## src/rtl/mem_stage.sv

```systemverilog
// mem_stage: memory-access pipeline stage of the rv32imc core.
//
// Issues loads and stores on the data memory port using a request/response
// handshake. Holds the pipeline while an access is outstanding, aligns and
// extends load data, and latches mem_stage_reg for writeback and forwarding.
//
// Ports:
//   clk           core clock
//   rst           asynchronous active-low reset
//   ex_stage_reg  execute-stage register (address, store data, controls)
//   mem_reg_we    global pipeline advance enable
//   o_stall       asks the hazard unit to freeze all pipeline enables
//   dmem_addr     word-aligned request address (request cycle only)
//   dmem_rmask    byte read enables (request cycle only)
//   dmem_wmask    byte write enables (request cycle only)
//   dmem_wdata    store data moved into its byte lanes (request cycle only)
//   dmem_rdata    read data, valid with dmem_resp
//   dmem_resp     single-cycle completion pulse
//   mem_stage_reg registered stage output

package mem_stage_pkg;

    typedef struct packed {
        logic        valid;
        logic [31:0] pc_rdata;
        logic [31:0] mem_addr;
        logic [3:0]  mem_rmask;
        logic [3:0]  mem_wmask;
        logic [31:0] mem_rdata;
        logic [31:0] mem_wdata;
    } rvfi_t;

    typedef struct packed {
        logic       regf_we;
        logic [1:0] wb_sel;
    } wb_ctrl_t;

    typedef struct packed {
        logic       mem_read;
        logic       mem_write;
        logic [2:0] funct3;
    } mem_ctrl_t;

    typedef struct packed {
        logic [31:0] pc_next;
        logic [31:0] alu_out;
        logic [31:0] rs2_rdata;
        logic [4:0]  rd_addr;
        mem_ctrl_t   mem_ctrl;
        wb_ctrl_t    wb_ctrl;
        rvfi_t       rvfi;
    } ex_stage_t;

    typedef struct packed {
        logic [31:0] pc_next;
        logic [31:0] alu_out;
        logic [31:0] mem_rdata;
        logic [4:0]  rd_addr;
        wb_ctrl_t    wb_ctrl;
        rvfi_t       rvfi;
    } mem_stage_t;

endpackage

// state | meaning
// ------+-------------------------------------------------------------
// IDLE  | no access outstanding; issue a request or pass through
// BUSY  | request issued, waiting for dmem_resp
// DONE  | response captured in hold buffer, waiting for mem_reg_we
module mem_stage
    import mem_stage_pkg::*;
(
    input  logic        clk,
    input  logic        rst,
    input  ex_stage_t   ex_stage_reg,
    input  logic        mem_reg_we,
    output logic        o_stall,
    output logic [31:0] dmem_addr,
    output logic [3:0]  dmem_rmask,
    output logic [3:0]  dmem_wmask,
    output logic [31:0] dmem_wdata,
    input  logic [31:0] dmem_rdata,
    input  logic        dmem_resp,
    output mem_stage_t  mem_stage_reg
);

    localparam logic [1:0] S_IDLE = 2'd0;
    localparam logic [1:0] S_BUSY = 2'd1;
    localparam logic [1:0] S_DONE = 2'd2;

    logic [1:0]  state_q, state_d;
    logic [31:0] hold_q, hold_d;
    mem_stage_t  msr_q, msr_d;

    logic [31:0] addr;
    logic [1:0]  off;
    logic [2:0]  f3;
    logic        mem_op;
    logic        misaligned;
    logic        issue;
    logic        req_out;
    logic [3:0]  acc_mask;
    logic [3:0]  rmask_iss;
    logic [3:0]  wmask_iss;
    logic [31:0] wdata_shift;
    logic [31:0] raw_sel;
    mem_stage_t  base;
    mem_stage_t  fin;

    function automatic logic [31:0] load_extend(input logic [31:0] raw,
                                                input logic [1:0]  o,
                                                input logic [2:0]  fn3);
        logic [31:0] sh;
        sh = raw >> {o, 3'b000};
        case (fn3)
            3'b000:  load_extend = {{24{sh[7]}}, sh[7:0]};
            3'b100:  load_extend = {24'h0, sh[7:0]};
            3'b001:  load_extend = {{16{sh[15]}}, sh[15:0]};
            3'b101:  load_extend = {16'h0, sh[15:0]};
            default: load_extend = sh;
        endcase
    endfunction

    assign addr   = ex_stage_reg.alu_out;
    assign off    = addr[1:0];
    assign f3     = ex_stage_reg.mem_ctrl.funct3;
    assign mem_op = ex_stage_reg.rvfi.valid &
                    (ex_stage_reg.mem_ctrl.mem_read | ex_stage_reg.mem_ctrl.mem_write);

    assign misaligned = ((f3[1:0] == 2'b01) & addr[0]) |
                        ((f3 == 3'b010) & (off != 2'b00));

    always_comb begin
        acc_mask = 4'b1111;
        case (f3[1:0])
            2'b00:   acc_mask = 4'b0001 << off;
            2'b01:   acc_mask = 4'b0011 << off;
            default: acc_mask = 4'b1111;
        endcase
    end

    assign rmask_iss   = ex_stage_reg.mem_ctrl.mem_read  ? acc_mask : 4'b0000;
    assign wmask_iss   = ex_stage_reg.mem_ctrl.mem_write ? acc_mask : 4'b0000;
    assign wdata_shift = ex_stage_reg.rs2_rdata << {off, 3'b000};

    assign issue   = (state_q == S_IDLE) & mem_op & ~misaligned;
    assign o_stall = issue | ((state_q == S_BUSY) & ~dmem_resp);

    // The stall equation stays live during reset, but the memory port is
    // forced quiet so no request can escape while the stage is held.
    assign req_out    = issue & rst;
    assign dmem_addr  = req_out ? {addr[31:2], 2'b00} : 32'h0;
    assign dmem_rmask = req_out ? rmask_iss : 4'b0000;
    assign dmem_wmask = req_out ? wmask_iss : 4'b0000;
    assign dmem_wdata = req_out ? wdata_shift : 32'h0;

    assign raw_sel = (state_q == S_DONE) ? hold_q : dmem_rdata;

    // Pass-through view of the instruction; a misaligned access becomes a
    // no-op by dropping its register write.
    always_comb begin
        base                = '0;
        base.pc_next        = ex_stage_reg.pc_next;
        base.alu_out        = ex_stage_reg.alu_out;
        base.rd_addr        = ex_stage_reg.rd_addr;
        base.wb_ctrl        = ex_stage_reg.wb_ctrl;
        base.rvfi           = ex_stage_reg.rvfi;
        base.rvfi.mem_addr  = addr;
        base.rvfi.mem_rmask = 4'b0000;
        base.rvfi.mem_wmask = 4'b0000;
        base.rvfi.mem_rdata = 32'h0;
        base.rvfi.mem_wdata = 32'h0;
        base.mem_rdata      = 32'h0;
        if (mem_op & misaligned) begin
            base.wb_ctrl.regf_we = 1'b0;
        end
    end

    // Completed-access view; ex_stage_reg is frozen while the access is in
    // flight, so the issued masks and store data can be recomputed here.
    always_comb begin
        fin                = base;
        fin.rvfi.mem_rmask = rmask_iss;
        fin.rvfi.mem_wmask = wmask_iss;
        fin.rvfi.mem_wdata = ex_stage_reg.mem_ctrl.mem_write ? wdata_shift : 32'h0;
        fin.rvfi.mem_rdata = raw_sel;
        fin.mem_rdata      = ex_stage_reg.mem_ctrl.mem_read ?
                             load_extend(raw_sel, off, f3) : 32'h0;
    end

    always_comb begin
        state_d = state_q;
        hold_d  = hold_q;
        msr_d   = msr_q;
        case (state_q)
            S_IDLE: begin
                if (issue) begin
                    state_d = S_BUSY;
                end else if (mem_reg_we) begin
                    msr_d = base;
                end
            end
            S_BUSY: begin
                if (dmem_resp) begin
                    if (mem_reg_we) begin
                        msr_d   = fin;
                        state_d = S_IDLE;
                    end else begin
                        hold_d  = dmem_rdata;
                        state_d = S_DONE;
                    end
                end
            end
            S_DONE: begin
                if (mem_reg_we) begin
                    msr_d   = fin;
                    state_d = S_IDLE;
                end
            end
            default: state_d = S_IDLE;
        endcase
    end

    always_ff @(posedge clk or negedge rst) begin
        if (!rst) begin
            state_q <= S_IDLE;
            hold_q  <= 32'h0;
            msr_q   <= '0;
        end else begin
            state_q <= state_d;
            hold_q  <= hold_d;
            msr_q   <= msr_d;
        end
    end

    assign mem_stage_reg = msr_q;

endmodule

```

## config.mk

```make
export PLATFORM = sky130hd
export DESIGN_NAME = mem_stage
export DESIGN_NICKNAME = d
export VERILOG_FILES = /design/src/rtl/mem_stage.sv
export SDC_FILE = /design/constraint.sdc
export NUM_CORES = 1
export LEC_CHECK = 0
export BUFFER_PORTS_ARGS = -buffer_cell sky130_fd_sc_hd__buf_2
export CORE_AREA = 10 10 223 225
export DETAILED_ROUTE_END_ITERATION = 12
export DIE_AREA = 0 0 233 235
export GPL_TIMING_DRIVEN = 1
export PLACE_DENSITY = 0.47
export SYNTH_ARGS = -nofsm -noshare
export SYNTH_HDL_FRONTEND = slang
export SYNTH_SLANG_ARGS = --single-unit
```

## constraint.sdc

```tcl
create_clock -name clk -period 8.6 [get_ports clk]
set_clock_uncertainty 0.2 [all_clocks]
set_input_delay 2.15 -clock clk [delete_from_list [all_inputs] [get_ports clk]]
set_output_delay 2.15 -clock clk [all_outputs]
set_load 0.05 [all_outputs]
```

==> flow_metrics.env, run 1 <==
export IMPL_status="finished clean"
export IMPL_pin_count=596
export IMPL_start_util_pct=25.3
export IMPL_vias_per_cell=4.59
export IMPL_design_die_area_mm2=0.0548
export IMPL_numClockSinks=243
export IMPL_clock_fmax_mhz=144
export IMPL_final_hold_viol_count=0
export IMPL_antenna_found_initial=12
export IMPL_synthFlopType="dfrtp_1"
export IMPL_post_cts_resized=0
export IMPL_relSlewSlack_pct=24.6
export IMPL_leakage_uw=0.00745
export IMPL_fillers=4673
export IMPL_drtIter0Drc=593
export IMPL_ys_warn_count=0
export IMPL_dp_hpwl_mm=38.6
export IMPL_grt_pass1_wl_mm=71.5
export IMPL_start_kind="input port"
export IMPL_slew_viol_final=0
export IMPL_drv_cap=0
export IMPL_yosysSeqAreaShare_pct=53.4
export IMPL_synth_cell_types=46
export IMPL_coreArea_mm2=0.0451
export IMPL_power_density_mw_per_mm2=469
export IMPL_cp_required_ns=6.25
export IMPL_finalCritPeriodShare_pct=80.6
export IMPL_setup_viol=0
export IMPL_largest_reg_flops=209
export IMPL_path_class="input port to output port"
export IMPL_grt_pass1_vias=9804
export IMPL_drt_total_wl_mm=49.8
export IMPL_antenna_left=0
export IMPL_drive_above_1_share_pct=52.4
export IMPL_synth_edf_count=0
export IMPL_place_congestion=0.839
export IMPL_rsz0062_at_grt="false"
export IMPL_ir_drop_v=0.000316
export IMPL_tightest_slew_ns=1.13
export IMPL_drc=0
export IMPL_fin_tns_setup_ns=0
export IMPL_clkLatencyLatePin_ns=0.59
export IMPL_finalCriticalPeriod_ns=6.93
export IMPL_cts_buffer_depth=3
export IMPL_syn_cell_area_mm2=0.0114
export IMPL_grt_max_degree=95
export IMPL_crit_path_end_kind="output port"
export IMPL_cts_hold_buf=0
export IMPL_nets=1705
export IMPL_ctsHtreeMaxLevel=1
export IMPL_die_y_um=235
export IMPL_ys_ff_latch=243
export IMPL_synth_cells=986
export IMPL_die_x_um=233
export IMPL_clk_transition_reported_paths_ns=0.06
export IMPL_rows=78
export IMPL_wl_per_cell_um=24.3
export IMPL_seqCellArea_mm2=0.00608
export IMPL_syn_avg_cell_area_um2=11.5
export IMPL_drtPass1Iterations=5
export IMPL_multi_input_area_mm2=0.00469
export IMPL_cp_max_fo=28
export IMPL_numCtsBuffers=31
export IMPL_port_buffers=489
export IMPL_grt_usage_pct=17.5
export IMPL_ys_async_sr_fraction_pct=100
export IMPL_ctsRootBufferMaster="clkbuf_16"
export IMPL_postCtsSetupBuffers=0
export IMPL_vias=9397
export IMPL_syn2layout_area_growth_pct=33.0
export IMPL_hp_class="flip-flop to flip-flop"
export IMPL_arrival_ns=4.58
export IMPL_grt_overflow_total=0
export IMPL_fin_util_pct=33.6
export IMPL_tritoncts="yes"
where the power goes:
group | total [µW] | switching, µW | leakage [µW] | internal, µW
registers | 1900 | 256 | 0.00306 | 1640
clock network | 1290 | 542 | 0.000485 | 746
logic | 3920 | 2970 | 0.00391 | 953
cell usage in the layout (no fill, tap or decap), types with 4 or more instances in the layout:
cell type,n
dfrtp_1,243
clkinvlp_4,4
diode_2,5
buf_2,488
mux2i_1,17
a22oi_1,14
a221o_1,16
nand3_1,10
o21ai_0,55
a21o_1,8
clkbuf_8,6
o211ai_1,7
nand2_1,149
and2_1,31
mux2_2,181
mux4_2,7
clkinv_2,5
buf_4,16
clkbuf_1,6
inv_1,7
nor3_1,10
clkbuf_16,31
and3_1,8
a21oi_1,10
o31ai_1,34
nor2_1,39
critical path, cell delays in order:
cell	delay (ns)
buf_2	0.23
buf_4	0.40
nor2b_2	0.97
a211oi_1	0.37
nor2_1	0.18
buf_2	0.28
worst paths after layout:
path | depth (start not counted) | end | slack [ns] | from
min in group asynchronous | 1 | hold_q[16] | 1.33 | rst
hold reg to reg | 2 | mem_stage_reg[58] | 0.27 | mem_stage_reg[58]
setup / recovery | 6 | dmem_wmask[2] | 1.67 | ex_stage_reg[182]
hold / removal | 2 | mem_stage_reg[58] | 0.27 | mem_stage_reg[58]
max in group asynchronous | 2 | mem_stage_reg[14] | 5.54 | rst
setup reg to reg | 7 | mem_stage_reg[222] | 4.87 | state_q[0]
per-layer routing:
layer  vias up  share of wire (%)  GRT usage, %
met2       383                 49          30.2
met3        77                9.9          6.28
met1      4622                 38          19.5
met4        16                3.2          5.73
met5         -               0.21             0
li1       4299                  -             -
cell usage after synthesis, drive strengths merged, types with 2 or more instances:
library cell / instances / area share (%)
o2111ai: 2 / 0.36
o211ai: 7 / 0.46
nor3: 10 / 0.44
mux4: 7 / 1.4
nor2b: 2 / 0.11
nor2: 41 / 1.4
and2: 31 / 1.7
a21oi: 10 / 0.44
o31ai: 34 / 2.2
a21o: 8 / 0.53
dfrtp: 243 / 53
nand2: 149 / 4.9
o21ai: 57 / 2.5
or2: 2 / 0.11
mux2: 181 / 18
o21a: 2 / 0.13
nand3b: 2 / 0.13
nor3b: 2 / 0.18
ha: 4 / 0.44
a22oi: 14 / 0.92
nand3: 10 / 0.44
inv: 7 / 0.23
or3: 2 / 0.11
buf: 73 / 4.3
a221o: 16 / 1.4
mux2i: 17 / 1.5
and3: 8 / 0.44
clkbuf: 33 / 1.1
nand2b: 3 / 0.16
layout make-up:
class / instances / area share [%]
sequential: 243 / 40.2
multi-input combinational: 631 / 31.0
timing repair buffer: 505 / 17.0
clock buffer: 43 / 5.82
tap: 600 / 4.96
clock inverter: 13 / 0.810
inverter: 7 / 0.174
antenna: 5 / 0.0826
cell families (layout without fill, tap and decap cells):
group                    after synthesis  count (layout)  synth area share [%]
AO/OA/AOI/OAI                        156             156                  9.48
adder cells (fa/ha/maj)                4               4                 0.440
buffers and inverters                113             568                  5.59
flip-flops                           243             243                  53.4
multiplexers                         205             205                  20.8
other                                  1               7                0.0329
AND/OR/NAND/NOR                      264             264                  10.3
stage by stage:
stage / instances / power [µW] / area (µm²) / hold WS (ns) / worst slack, ns
finish: 2047 / 7110 / 15100 / 0.272 / 1.67
global route: 2043 / 7470 / 15100 / 0.295 / 1.45
CTS: 2042 / 7220 / 15100 / 0.274 / 1.59
detailed placement: 1986 / 5900 / 14100 / 0.261 / 1.58
global placement: 1986 / 5870 / 14100 / 0.259 / 1.59
floorplan: 987 / 4920 / 11400 / 0.274 / 1.70
(Power assumes the default switching activity.)
==> run 2: changes to the inputs <==
--- a/config.mk
+++ b/config.mk
@@ -5,10 +5,11 @@
 export SDC_FILE = /design/constraint.sdc
 export NUM_CORES = 1
 export LEC_CHECK = 0
+export ABC_AREA = 1
 export BUFFER_PORTS_ARGS = -buffer_cell sky130_fd_sc_hd__buf_2
-export CORE_AREA = 10 10 223 225
+export CORE_AREA = 10 10 226 228
 export DETAILED_ROUTE_END_ITERATION = 12
-export DIE_AREA = 0 0 233 235
+export DIE_AREA = 0 0 236 238
 export GPL_TIMING_DRIVEN = 1
 export PLACE_DENSITY = 0.47
 export SYNTH_ARGS = -nofsm -noshare
==> constraint.sdc (replaced) <==
create_clock -name clk -period 6.8 [get_ports clk]
set_clock_uncertainty 0.2 [all_clocks]
set_input_delay 1.7 -clock clk [delete_from_list [all_inputs] [get_ports clk]]
set_output_delay 1.7 -clock clk [all_outputs]
set_load 0.05 [all_outputs]
==> run 2 against run 1 <==
Against the previous run: critical path depth increased by 1; cell area increased by 2.3%; critical path type unchanged; first-iteration DRC count increased by 61%; via count increased by 22%; largest cell class unchanged; total power increased by 25%; core utilization decreased by 0.17 points; synthesized area increased by 3.2%.
==> flow_metrics.env, run 2 <==
export IMPL_leakage_uw=0.00867
export IMPL_design_die_area_mm2=0.0562
export IMPL_numCtsBuffers=31
export IMPL_drtPass1Iterations=5
export IMPL_grt_usage_pct=17.8
export IMPL_numClockSinks=243
export IMPL_relSlewSlack_pct=15.1
export IMPL_dp_worst_setup_slack_ns=0.883
export IMPL_fin_util_pct=33.4
export IMPL_synth_compound_area_share_pct=7.80
export IMPL_drt_total_wl_mm=52.4
export IMPL_mostFrequentLayoutCell="nand2_1"
export IMPL_arrival_ns=4.01
export IMPL_post_cts_resized=0
export IMPL_grt_overflow_total=0
export IMPL_tritoncts="yes"
export IMPL_final_cell_mix="680 x nand2_1, 486 x buf_2, 243 x dfrtp_1"
export IMPL_yosys_area_share_simple_pct=29.0
export IMPL_start_kind="input port"
export IMPL_coreArea_mm2=0.0464
export IMPL_ys_async_sr_fraction_pct=100
export IMPL_synth_xor_area_share_pct=0
export IMPL_rows=79
export IMPL_cp_required_ns=4.90
export IMPL_start_util_pct=25.4
export IMPL_crit_path_end_kind="output port"
export IMPL_setup_viol=0
export IMPL_syn2layout_area_growth_pct=31.8
export IMPL_ys_warn_count=0
export IMPL_yosysTopAreaCellShare_pct=51.7
export IMPL_tightest_slew_ns=1.27
export IMPL_status="finished clean"
export IMPL_finalCritPeriodShare_pct=87.0
export IMPL_timing_final_ws_setup_ns=0.886
export IMPL_yosys_area_share_adder_pct=0.426
export IMPL_grt_pass1_vias=11685
export IMPL_synth_edf_count=0
export IMPL_ctsRootBufferMaster="clkbuf_16"
export IMPL_nets=2212
export IMPL_drtIter0Drc=955
export IMPL_ys_ff_latch=243
export IMPL_clkLatencyLatePin_ns=0.57
export IMPL_final_hold_viol_count=0
export IMPL_syn_cell_area_mm2=0.0118
export IMPL_dp_hpwl_mm=40.0
export IMPL_pin_count=596
export IMPL_yosys_top_cells_area="dfrtp_1 52%, nand2_1 22%, o21ai_1 3.3%, nand3_1 2.6%, mux2_2 2.6%"
export IMPL_ctsHtreeMaxLevel=1
export IMPL_cp_cell_sequence="buf_2 -> inv_2 -> buf_4 -> nand2_1 -> o221ai_1 -> nor2b_1 -> buf_2"
export IMPL_synthFlopType="dfrtp_1"
export IMPL_slowest_stage="o221ai_1"
export IMPL_postCtsSetupBuffers=0
export IMPL_synthMuxAreaShare_pct=2.59
export IMPL_grt_max_degree=200
export IMPL_synthTopCellsByCount="680 x nand2_1, 243 x dfrtp_1, 79 x nor2_1"
export IMPL_die_y_um=238
export IMPL_finalCriticalPeriod_ns=5.91
export IMPL_wl_per_cell_um=20.5
export IMPL_drc=0
export IMPL_grt_pass1_wl_mm=77.6
export IMPL_antenna_found_initial=5
export IMPL_drv_cap=0
export IMPL_cts_hold_buf=0
export IMPL_cp_max_fo=26
export IMPL_syn_avg_cell_area_um2=7.80
export IMPL_power_density_mw_per_mm2=574
export IMPL_die_x_um=236
export IMPL_hp_start="mem_stage_reg[140]"
export IMPL_cp_common_cell="buf_2"
export IMPL_synth_cells=1506
export IMPL_yosysSeqAreaShare_pct=51.7
export IMPL_critPathMaxStageDelay_ns=0.71
export IMPL_place_congestion=0.876
export IMPL_slew_viol_final=0
export IMPL_clk_transition_reported_paths_ns=0.05
export IMPL_ir_drop_v=0.000443
export IMPL_rr_startpoint="state_q[0]"
export IMPL_clock_fmax_mhz=169
export IMPL_crit_start="ex_stage_reg[182]"
export IMPL_hp_class="flip-flop to flip-flop"
export IMPL_port_buffers=489
export IMPL_path_class="input port to output port"
export IMPL_vias_per_cell=4.48
export IMPL_synth_top_family_by_area="simple AND/OR/NAND/NOR gates"
export IMPL_yosys_area_top_type="dfrtp_1"
export IMPL_largest_reg_flops=209
export IMPL_fin_tns_setup_ns=0
export IMPL_fillers=5051
export IMPL_synth_cell_types=31
export IMPL_cts_buffer_depth=3
export IMPL_vias=11454
export IMPL_yosysMostFrequentCell="nand2_1"
export IMPL_rsz0062_at_grt="false"
export IMPL_antenna_left=0
export IMPL_drive_above_1_share_pct=30.6
## run 2: power by group
| group | switching, µW | total, µW | internal [µW] |
|---|---|---|---|
| clock network | 652 | 1590 | 940 |
| logic | 3880 | 4860 | 983 |
| registers | 356 | 2430 | 2070 |
| total | 4890 | 8890 | 4000 |
## run 2: worst paths after layout
kind / endpoint / cells past startpoint / slack (ns)
worst min-delay path: mem_stage_reg[140] / 2 / 0.27
worst max-delay path: dmem_wdata[20] / 7 / 0.89
worst max register to register: mem_stage_reg[227] / 9 / 3.42
max in group asynchronous: mem_stage_reg[172] / 3 / 3.74
min in group asynchronous: mem_stage_reg[204] / 1 / 0.79
worst min register to register: mem_stage_reg[140] / 2 / 0.27
## run 2: cells by family after synthesis
kind of cell	after synthesis
other	1
AND/OR/NAND/NOR	859
AO/OA/AOI/OAI	166
adder cells (fa/ha/maj)	4
buffers and inverters	206
multiplexers	27
flip-flops	243
## run 2: metrics by stage
step           instance area (µm²)  hold WS (ns)  std cells  power (µW)
6_report                     15500         0.272       2558        8890
3_5_place_dp                 14500         0.259       2500        7380
3_3_place_gp                 14500         0.258       2500        7350
4_1_cts                      15500         0.275       2555        9020
2_1_floorplan                11800         0.253       1507        6150
5_1_grt                      15500         0.292       2557        9420
## run 2: area by class of cell
| cell class | instances | area, µm² | area share, % |
|---|---|---|---|
| clock buffers | 48 | 900 | 5.81 |
| multi-input cells | 1058 | 4690 | 30.3 |
| flip-flops and latches | 243 | 6080 | 39.3 |
| well taps | 607 | 759 | 4.90 |
| inverters | 83 | 314 | 2.03 |
| repair buffers | 509 | 2660 | 17.2 |
| clock inverters | 7 | 72.6 | 0.468 |
| diodes | 3 | 7.51 | 0.0485 |
## run 2: critical path, delay by kind of cell
kind | cells | cell delay (ns)
AO/OA/AOI/OAI | 1 | 0.71
buffers and inverters | 4 | 0.95
AND/OR/NAND/NOR | 2 | 0.64
## run 2: per-layer routing
layer | vias to the layer above | global-route usage (%) | share of wire [%]
met1 | 5440 | 20.7 | 40
met3 | 67 | 4.58 | 7.0
met4 | 2 | 6.18 | 2.9
met5 | - | 0 | 0.017
li1 | 5567 | - | -
met2 | 378 | 31.2 | 50
==> run 3: changes to the inputs <==
--- a/config.mk
+++ b/config.mk
@@ -7,11 +7,11 @@
 export LEC_CHECK = 0
 export ABC_AREA = 1
 export BUFFER_PORTS_ARGS = -buffer_cell sky130_fd_sc_hd__buf_2
-export CORE_AREA = 10 10 226 228
+export CORE_AREA = 10 10 223 225
 export DETAILED_ROUTE_END_ITERATION = 12
-export DIE_AREA = 0 0 236 238
+export DIE_AREA = 0 0 233 235
 export GPL_TIMING_DRIVEN = 1
-export PLACE_DENSITY = 0.47
+export PLACE_DENSITY = 0.49
 export SYNTH_ARGS = -nofsm -noshare
 export SYNTH_HDL_FRONTEND = slang
 export SYNTH_SLANG_ARGS = --single-unit
==> constraint.sdc (replaced) <==
create_clock -name clk -period 4.8 [get_ports clk]
set_clock_uncertainty 0.2 [all_clocks]
set_input_delay 1.2 -clock clk [delete_from_list [all_inputs] [get_ports clk]]
set_output_delay 1.2 -clock clk [all_outputs]
set_load 0.05 [all_outputs]
==> run 3 against run 2 <==
Against the previous run: core utilization grew 1.4 points; combinational power up 43%; final cell count about the same; first-iteration DRC count fell by 17%; register-to-register slack got worse by 1.6 ns; wire length fell by 0.26%; cell area up 1.3%; die area decreased by 2.5%.
==> flow_metrics.env, run 3 (synthesis gave the netlist of run 2 again) <==
export IMPL_status="finished clean"
export IMPL_tightest_slew_ns=1.16
export IMPL_cp_max_fo=23
export IMPL_critPathBufInv=4
export IMPL_place_congestion=0.864
export IMPL_dp_hpwl_mm=40.3
export IMPL_arrival_ns=2.95
export IMPL_hp_class="flip-flop to flip-flop"
export IMPL_grt_pass1_wl_mm=77.0
export IMPL_grt_overflow_total=0
export IMPL_drtIter0Drc=789
export IMPL_numClockSinks=243
export IMPL_slowest_stage="o221ai_1"
export IMPL_grt_pass1_vias=11725
export IMPL_cts_buffer_depth=3
export IMPL_drt_total_wl_mm=52.2
export IMPL_pin_count=596
export IMPL_finalCriticalPeriod_ns=4.35
export IMPL_power_density_mw_per_mm2=801
export IMPL_finalCritPeriodShare_pct=90.7
export IMPL_relSlewSlack_pct=22.8
export IMPL_fin_tns_setup_ns=0
export IMPL_timing_final_ws_setup_ns=0.445
export IMPL_dp_worst_setup_slack_ns=0.389
export IMPL_clk_transition_reported_paths_ns=0.06
export IMPL_slew_viol_final=0
export IMPL_clock_fmax_mhz=230
export IMPL_numCtsBuffers=30
export IMPL_p_switching_uw=6960
export IMPL_drive_above_1_share_pct=31.3
export IMPL_design_die_area_mm2=0.0548
export IMPL_coreArea_mm2=0.0451
export IMPL_hold_depth=2
export IMPL_die_y_um=235
export IMPL_crit_path_end_kind="output port"
export IMPL_rows=78
export IMPL_antenna_left=0
export IMPL_postCtsSetupBuffers=0
export IMPL_switching_share_pct=55.4
export IMPL_power_uw=12600
export IMPL_path_class="input port to output port"
export IMPL_final_hold_viol_count=0
export IMPL_wl_per_cell_um=20.4
export IMPL_drtPass1Iterations=6
export IMPL_ctsHtreeMaxLevel=1
export IMPL_die_x_um=233
export IMPL_start_util_pct=26.1
export IMPL_port_buffers=489
export IMPL_cp_required_ns=3.40
export IMPL_final_cell_mix="680 x nand2_1, 475 x buf_2, 243 x dfrtp_1"
export IMPL_nets=2220
export IMPL_start_kind="input port"
export IMPL_path_depth=7
export IMPL_drv_cap=0
export IMPL_syn2layout_area_growth_pct=33.6
export IMPL_mostFrequentLayoutCell="nand2_1"
export IMPL_ir_drop_v=0.000550
export IMPL_seqPwrFrac_pct=27.3
export IMPL_reg2reg_depth=12
export IMPL_p_int_uw=5610
export IMPL_clkLatencyLatePin_ns=0.57
export IMPL_antenna_found_initial=4
export IMPL_cpLargestDelayFamily="buffers and inverters"
export IMPL_drc=0
export IMPL_vias_per_cell=4.48
export IMPL_tritoncts="yes"
export IMPL_combPwrFrac_pct=55.2
export IMPL_r2r_slack_ns=1.79
export IMPL_rsz0062_at_grt="false"
export IMPL_cp_cell_sequence="buf_2 -> inv_4 -> nand2_2 -> buf_12 -> o221ai_1 -> nor2b_1 -> buf_12"
export IMPL_grt_max_degree=165
export IMPL_cp_common_cell="buf_12"
export IMPL_cts_hold_buf=0
export IMPL_post_cts_resized=0
export IMPL_setup_viol=0
export IMPL_leakage_uw=0.00875
export IMPL_pwr_share_clk_pct=17.5
export IMPL_grt_usage_pct=18.3
export IMPL_critPathMaxStageDelay_ns=0.48
export IMPL_vias=11462
export IMPL_largest_reg_flops=209
export IMPL_ctsRootBufferMaster="clkbuf_16"
## run 3: cell count changes in the layout (fill, tap and decap cells not counted), sizes merged
cell,delta
clkinv,+10
inv,-2
clkbuf,-11
buf,+9
clkinvlp,+1
diode,-1
## run 3: power groups by stage
stage | Clock (µW) | Sequential [µW] | Combinational [µW]
after global placement | 0 | 3440 | 7030
after global routing | 2360 | 3550 | 7430
after detailed placement | 0 | 3460 | 7040
after floorplan | 0 | 5970 | 2740
after CTS | 2280 | 3440 | 7060
final | 2200 | 3440 | 6930
## run 3: tightest hold or removal path, stage by stage (launching register included)
cell and delay (ns):
dfrtp_1 0.33, nand2_1 0.05, nand2_1 0.05
## run 3: cell type report
type / count / area (µm²)
diodes: 2 / 5.00
clock buffers: 37 / 817
clock inverters: 16 / 128
fillers: 4859 / 29400
inverters: 83 / 314
multi-input cells: 1058 / 4690
flip-flops and latches: 243 / 6080
well taps: 600 / 751
repair buffers: 518 / 2910
## run 3: final timing paths
path,from,end
setup / recovery,ex_stage_reg[183],dmem_wdata[21]
hold / removal,mem_stage_reg[113],mem_stage_reg[113]
setup reg to reg,state_q[0],mem_stage_reg[163]
hold reg to reg,mem_stage_reg[113],mem_stage_reg[113]
max in group asynchronous,rst,mem_stage_reg[193]
min in group asynchronous,rst,state_q[1]
## run 3: routing by layer
| layer | vias up | part of all wire [%] | global-route usage, % |
|---|---|---|---|
| met4 | 4 | 3.1 | 5.83 |
| li1 | 5589 | - | - |
| met2 | 373 | 50 | 32.5 |
| met3 | 83 | 7.4 | 4.50 |
| met1 | 5413 | 39 | 21.2 |
| met5 | - | 0.038 | 0 |
## run 3: through the flow
stage	cells	hold slack [ns]	area, µm²	util [%]
6_report	2557	0.272	15700	34.8
5_1_grt	2556	0.284	15700	34.8
3_5_place_dp	2502	0.259	14700	32.7
4_1_cts	2555	0.276	15700	34.8
3_3_place_gp	2502	0.258	14700	32.7
2_1_floorplan	1507	0.253	11800	-
